<file path="config.mk">
export PLATFORM = sky130hd
export DESIGN_NAME = vec_collector
export DESIGN_NICKNAME = d
export VERILOG_FILES = /design/src/rtl/vec_collector.sv
export SDC_FILE = /design/constraint.sdc
export NUM_CORES = 1
export LEC_CHECK = 0
export ABC_AREA = 0
export CAP_MARGIN = 30
export CORE_MARGIN = 2
export CORE_UTILIZATION = 62
export DETAILED_ROUTE_END_ITERATION = 8
export DONT_BUFFER_PORTS = 1
export GPL_TIMING_DRIVEN = 0
export PLACE_DENSITY = 0.82
export SYNTH_ARGS = -nofsm -noshare
export SYNTH_HDL_FRONTEND = slang
export SYNTH_SLANG_ARGS = --single-unit
</file>
<file path="constraint.sdc">
create_clock -name clk -period 8.35 [get_ports clk]
set_clock_uncertainty 0.15 [all_clocks]
set_input_delay 2.505 -clock clk [delete_from_list [all_inputs] [get_ports clk]]
set_output_delay 2.505 -clock clk [all_outputs]
set_load 0.05 [all_outputs]
</file>
<file path="src/rtl/vec_collector.sv">
// vec_collector
//   Serial-to-vector assembly stage. Collects NINPUTS consecutive IWIDTH-bit
//   elements from a valid/ready stream and presents them as one unpacked
//   vector on a valid/ready output. Double-buffered: the fill buffer gathers
//   the next vector while the output register holds the current one.
//
//   Optional feature macro: VEC_COLLECT_TLAST_EN
//     When defined, adds input in_last. An accepted element with in_last=1
//     closes the vector early. The unfilled tail of that vector is emitted
//     as zeros.
//
// Ports
//   clk        rising-edge clock
//   rst        asynchronous reset, active-high
//   in_data    element value
//   in_valid   in_data valid
//   in_last    (VEC_COLLECT_TLAST_EN only) element closes the vector
//   in_ready   block can accept an element this cycle (decoded from state only)
//   out_data   assembled vector; index i = i-th accepted element
//   out_valid  out_data holds a complete vector
//   out_ready  downstream accepts out_data this cycle
//   elem_idx   slot the next accepted element will occupy
//   vec_count  vectors loaded into the output register, wraps mod 2^CNTW
module vec_collector #(
  parameter int IWIDTH  = 10,
  parameter int NINPUTS = 8,
  parameter int CNTW    = 16
) (
  input  logic                       clk,
  input  logic                       rst,
  input  logic [IWIDTH-1:0]          in_data,
  input  logic                       in_valid,
`ifdef VEC_COLLECT_TLAST_EN
  input  logic                       in_last,
`endif
  output logic                       in_ready,
  output logic [IWIDTH-1:0]          out_data [NINPUTS-1:0],
  output logic                       out_valid,
  input  logic                       out_ready,
  output logic [$clog2(NINPUTS)-1:0] elem_idx,
  output logic [CNTW-1:0]            vec_count
);

  localparam int IDXW = $clog2(NINPUTS);

  typedef enum logic {
    FILL = 1'b0,
    FULL = 1'b1
  } state_t;

  state_t            state_reg;
  logic [IWIDTH-1:0] fill_reg [NINPUTS-1:0];
  logic [IWIDTH-1:0] next_vec [NINPUTS-1:0];

  logic accept;
  logic last_flag;
  logic is_final;
  logic slot_free;
  logic load_from_in;
  logic load_from_fill;

`ifdef VEC_COLLECT_TLAST_EN
  assign last_flag = in_last;
`else
  assign last_flag = 1'b0;
`endif

  // in_ready is a pure decode of the state flop. It never looks at out_ready.
  assign in_ready  = (state_reg == FILL);
  assign accept    = in_valid && in_ready;
  assign is_final  = accept && ((elem_idx == IDXW'(NINPUTS - 1)) || last_flag);
  assign slot_free = !out_valid || out_ready;

  assign load_from_in   = (state_reg == FILL) && is_final && slot_free;
  assign load_from_fill = (state_reg == FULL) && slot_free;

  // Vector as it stands once the current element is written.
  // Slots above elem_idx are zeroed so a short (in_last) vector cannot carry
  // stale data from an earlier vector. On a normal final element elem_idx is
  // NINPUTS-1, so no slot is zeroed.
  generate
    for (genvar gi = 0; gi < NINPUTS; gi++) begin : g_next
      assign next_vec[gi] = (IDXW'(gi) == elem_idx) ? in_data :
                            (IDXW'(gi) >  elem_idx) ? '0      :
                                                      fill_reg[gi];
    end
  endgenerate

  always_ff @(posedge clk or posedge rst) begin
    if (rst) begin
      state_reg <= FILL;
      elem_idx  <= '0;
      out_valid <= 1'b0;
      vec_count <= '0;
      for (int i = 0; i < NINPUTS; i++) begin
        fill_reg[i] <= '0;
        out_data[i] <= '0;
      end
    end else begin
      // Fill side
      if (accept) begin
        if (is_final) begin
          elem_idx <= '0;
          // The complete vector is captured here in both cases. It is either
          // forwarded to the output at this edge or parked for FULL.
          fill_reg <= next_vec;
          if (!slot_free) begin
            state_reg <= FULL;
          end
        end else begin
          elem_idx           <= elem_idx + IDXW'(1);
          fill_reg[elem_idx] <= in_data;
        end
      end

      if (load_from_fill) begin
        state_reg <= FILL;
      end

      // Output side. A load wins over a drain at the same edge.
      if (load_from_in || load_from_fill) begin
        out_data  <= load_from_in ? next_vec : fill_reg;
        out_valid <= 1'b1;
        vec_count <= vec_count + CNTW'(1);
      end else if (out_valid && out_ready) begin
        out_valid <= 1'b0;
      end
    end
  end

endmodule

</file>
==> reports/results.tsv <==
metric	value	unit
status	finished, final reports clean	
main combinational cell family by area after synthesis	compound AO/OA/AOI/OAI gates	
fraction of layout instances using a drive strength above 1	12.2	%
XOR/XNOR share of the synthesized area	1.66	%
Core Box Area	12500	um^2
clock buffer depth	2	
ys flop type	dfrtp_1	
non-filler cells, final	936	
Gates resized, CTS repair	0	
final wirelength	21.5	mm
Slew Limit Headroom	43.5	%
DP Worst Slack	4.17	ns
CTS hold repair buffers	0	
CTS Buf Count	17	
Tcrit/Tclk final	47.2	%
Setup Viol. Count Final	0	
PortBufs	0	
Initial DRT Pass Iterations	5	
power per cell area	426	nW/um^2
Setup TNS Final	0	ns
multiplexer share of the synthesized area	2.85	%
Synth Instances	731	
minimum clock period	3.94	ns
worst slew pin tran	0.847	ns
Worst EP arrival	1.29	ns
register area share after synthesis	57.3	%
Worst R2R Setup Slack	5.32	ns
Final ANT Viol Nets	0	
CP peak stage delay	0.49	ns
Layout area overhead	10.6	%
asr flop ratio synth	100	%
final worst slack	4.41	ns
hold path endpoint	fill_reg[47]$_DFFE_PP0P_	
DR WL/cell	23.0	um
clock tree root driver cell	clkbuf_16	
Yosys top cell area share	57.3	%
antenna violations before repair	0	
Yosys reg bits	181	
CP required	5.70	ns
row count	41	
compound-gate portion of the synthesized area	21.2	%
Top delay family on crit path	flip-flops	
Hold Crit Class	flip-flop to flip-flop	
clk slew on worst S/H paths	0.07	ns
vias in the first global route	6109	
post-synthesis simple-gate area fraction	12.4	%
Netlist Area Pre-Place	7900	um^2
CP Max Fanout	8	
DP Cell Count	904	
IO Pins	115	
Crit. End Element	output port	
fmax	254	MHz
post-DR vias/cell	6.65	
final net count	770	
Max Cap Viol	0	
CTS tree	done	
Syn Area/Cell	10.8	um^2
# diodes	0	
largest net degree at the start of global routing	134	
DP Wirelength	14.3	mm
post-CTS setup buffers	0	
die area	13700	um^2
reg-to-reg critical path endpoint	out_data[30]$_DFFE_PP0P_	
GRT Resource Usage Total	32.5	%
fill count	937	
syn_nets	750	
cells along the critical path	inv_1	
htree depth	4	
EDFF count, synth	0	
clock sink total	181	
Hold Fails Final Rpt	0	
cells on worst reg2reg path	7	
main area contributors after synthesis	dfrtp_1, a22o_1, nand2_1	
DR DRC count	0	
Critical R2R Launch	elem_idx[1]$_DFFE_PP0P_	
Initial Utilization	63.1	%
Die Wd	117	um
RSZ-0062 raised after global routing	false	
DR vias	6225	
Synth Area in Adders	0.792	%
Pins Over Slew Limit	0	
Synth Warn #	0	
maximum vdd ir drop	223	uV
synth unique cells	48	
Clock Latency Late Sink	0.42	ns
largest area contributor in the netlist	dfrtp_1	
critical path launch point type	flip-flop	
worst hold stages	1	
Iter 0 DRT Violations	723	
global-route wire length before repair	33.2	mm
Pleak	3.90	nW
Remaining Overflow, GRT	0	
Die Y	117	um
min-delay src	fill_reg[47]$_DFFE_PP0P_	
Critical-path top delay cell	dfrtp_1	
GP Congestion	0.918	
Buf/Inv on CP	1	
Setup Crit Path Kind	flip-flop to output port	
-- worst reg2reg max path, cell delays in order (launching register included) --
cell	delay, ns
dfrtp_1	0.78
ha_1	0.28
ha_1	0.19
buf_4	0.21
clkbuf_1	0.42
clkbuf_1	0.45
a32oi_1	0.30
o21ai_1	0.19
-- layout by cell type, fill, tap and decap left out, types with 6 or more instances in the layout --
cell,netlist,layout
nand2b_1,6,6
dfrtp_1,181,181
o21ai_0,13,13
clkbuf_1,36,36
o22ai_1,10,10
a31oi_1,20,20
nand2_1,107,107
o21ai_1,49,49
buf_2,22,22
xnor2_1,12,12
mux2_2,20,20
nand3_1,12,12
a311oi_1,8,8
a22o_1,61,61
a21oi_1,26,26
a32oi_1,29,29
and3_1,16,16
nor2_1,37,37
clkbuf_16,0,17
a2bb2oi_1,10,10
-- metrics by stage --
stage | util (%) | area (um^2) | hold WS (ns) | total power, mW
2_1_floorplan | - | 7900 | 0.308 | 2.67
3_3_place_gp | 64.8 | 8120 | 0.331 | 2.86
3_5_place_dp | 65.1 | 8150 | 0.332 | 2.92
4_1_cts | 69.8 | 8730 | 0.354 | 3.71
5_1_grt | 69.8 | 8730 | 0.366 | 3.90
6_report | 69.8 | 8730 | 0.352 | 3.72
-- area by class of cell --
type | instances | area [um^2] | share of cell area (%)
Inverter | 4 | 22.5 | 0.258
Buffer | 63 | 283 | 3.24
Sequential cell | 181 | 4530 | 51.9
Clock buffer | 20 | 467 | 5.34
Tap cell | 172 | 215 | 2.46
Multi-Input combinational cell | 483 | 3070 | 35.2
Timing Repair Buffer | 1 | 27.5 | 0.315
Clock inverter | 12 | 118 | 1.35
-- synthesized netlist by cell type (3+ instances only) --
library cell / n
inv_1: 4
a31oi_1: 20
o21ai_0: 13
and3_1: 16
a22o_1: 61
mux2_2: 20
ha_1: 5
a2bb2oi_1: 10
a21oi_1: 26
dfrtp_1: 181
nor2_1: 37
a32oi_1: 29
clkbuf_1: 36
a21oi_2: 3
nand2_1: 107
nand4_1: 3
a21o_1: 3
nand2b_1: 6
or3_1: 3
xor2_1: 3
o21ai_1: 49
buf_2: 22
a311oi_1: 8
xnor2_1: 12
nand3_1: 12
o22ai_1: 10
-- kinds of logic after synthesis --
group,count (synthesis)
buffers and inverters,67
AOI/OAI and AO/OA,236
adders and majority gates,5
muxes,20
DFF,181
and+or+nand+nor,207
xor gates and xnor gates,15
-- worst max-delay path by stage --
stage	start	to	slack, ns	cells after the start
6_report	state_reg$_DFFE_PP0P_	in_ready	4.41	1
5_1_grt	state_reg$_DFFE_PP0P_	in_ready	4.36	1
4_1_cts	state_reg$_DFFE_PP0P_	in_ready	4.41	1
3_5_place_dp	out_ready	out_data[43]$_DFFE_PP0P_	4.17	6
3_3_place_gp	rst	out_data[47]$_DFFE_PP0P_	-0.63	1
2_1_floorplan	rst	elem_idx[0]$_DFFE_PP0P_	0.78	1
-- report_power, final --
group,internal (mW),switching [mW]
clock network,0.440,0.351
registers,1.22,0.885
logic,0.367,0.457
total,2.03,1.69
-- routing by layer --
layer	wire length, um	global-route usage, %
met5	0	0
met4	765	13.7
met3	2310	9.63
met2	9870	49.2
met1	8580	44.3
No activity file was read; power rests on OpenSTA's default activity.
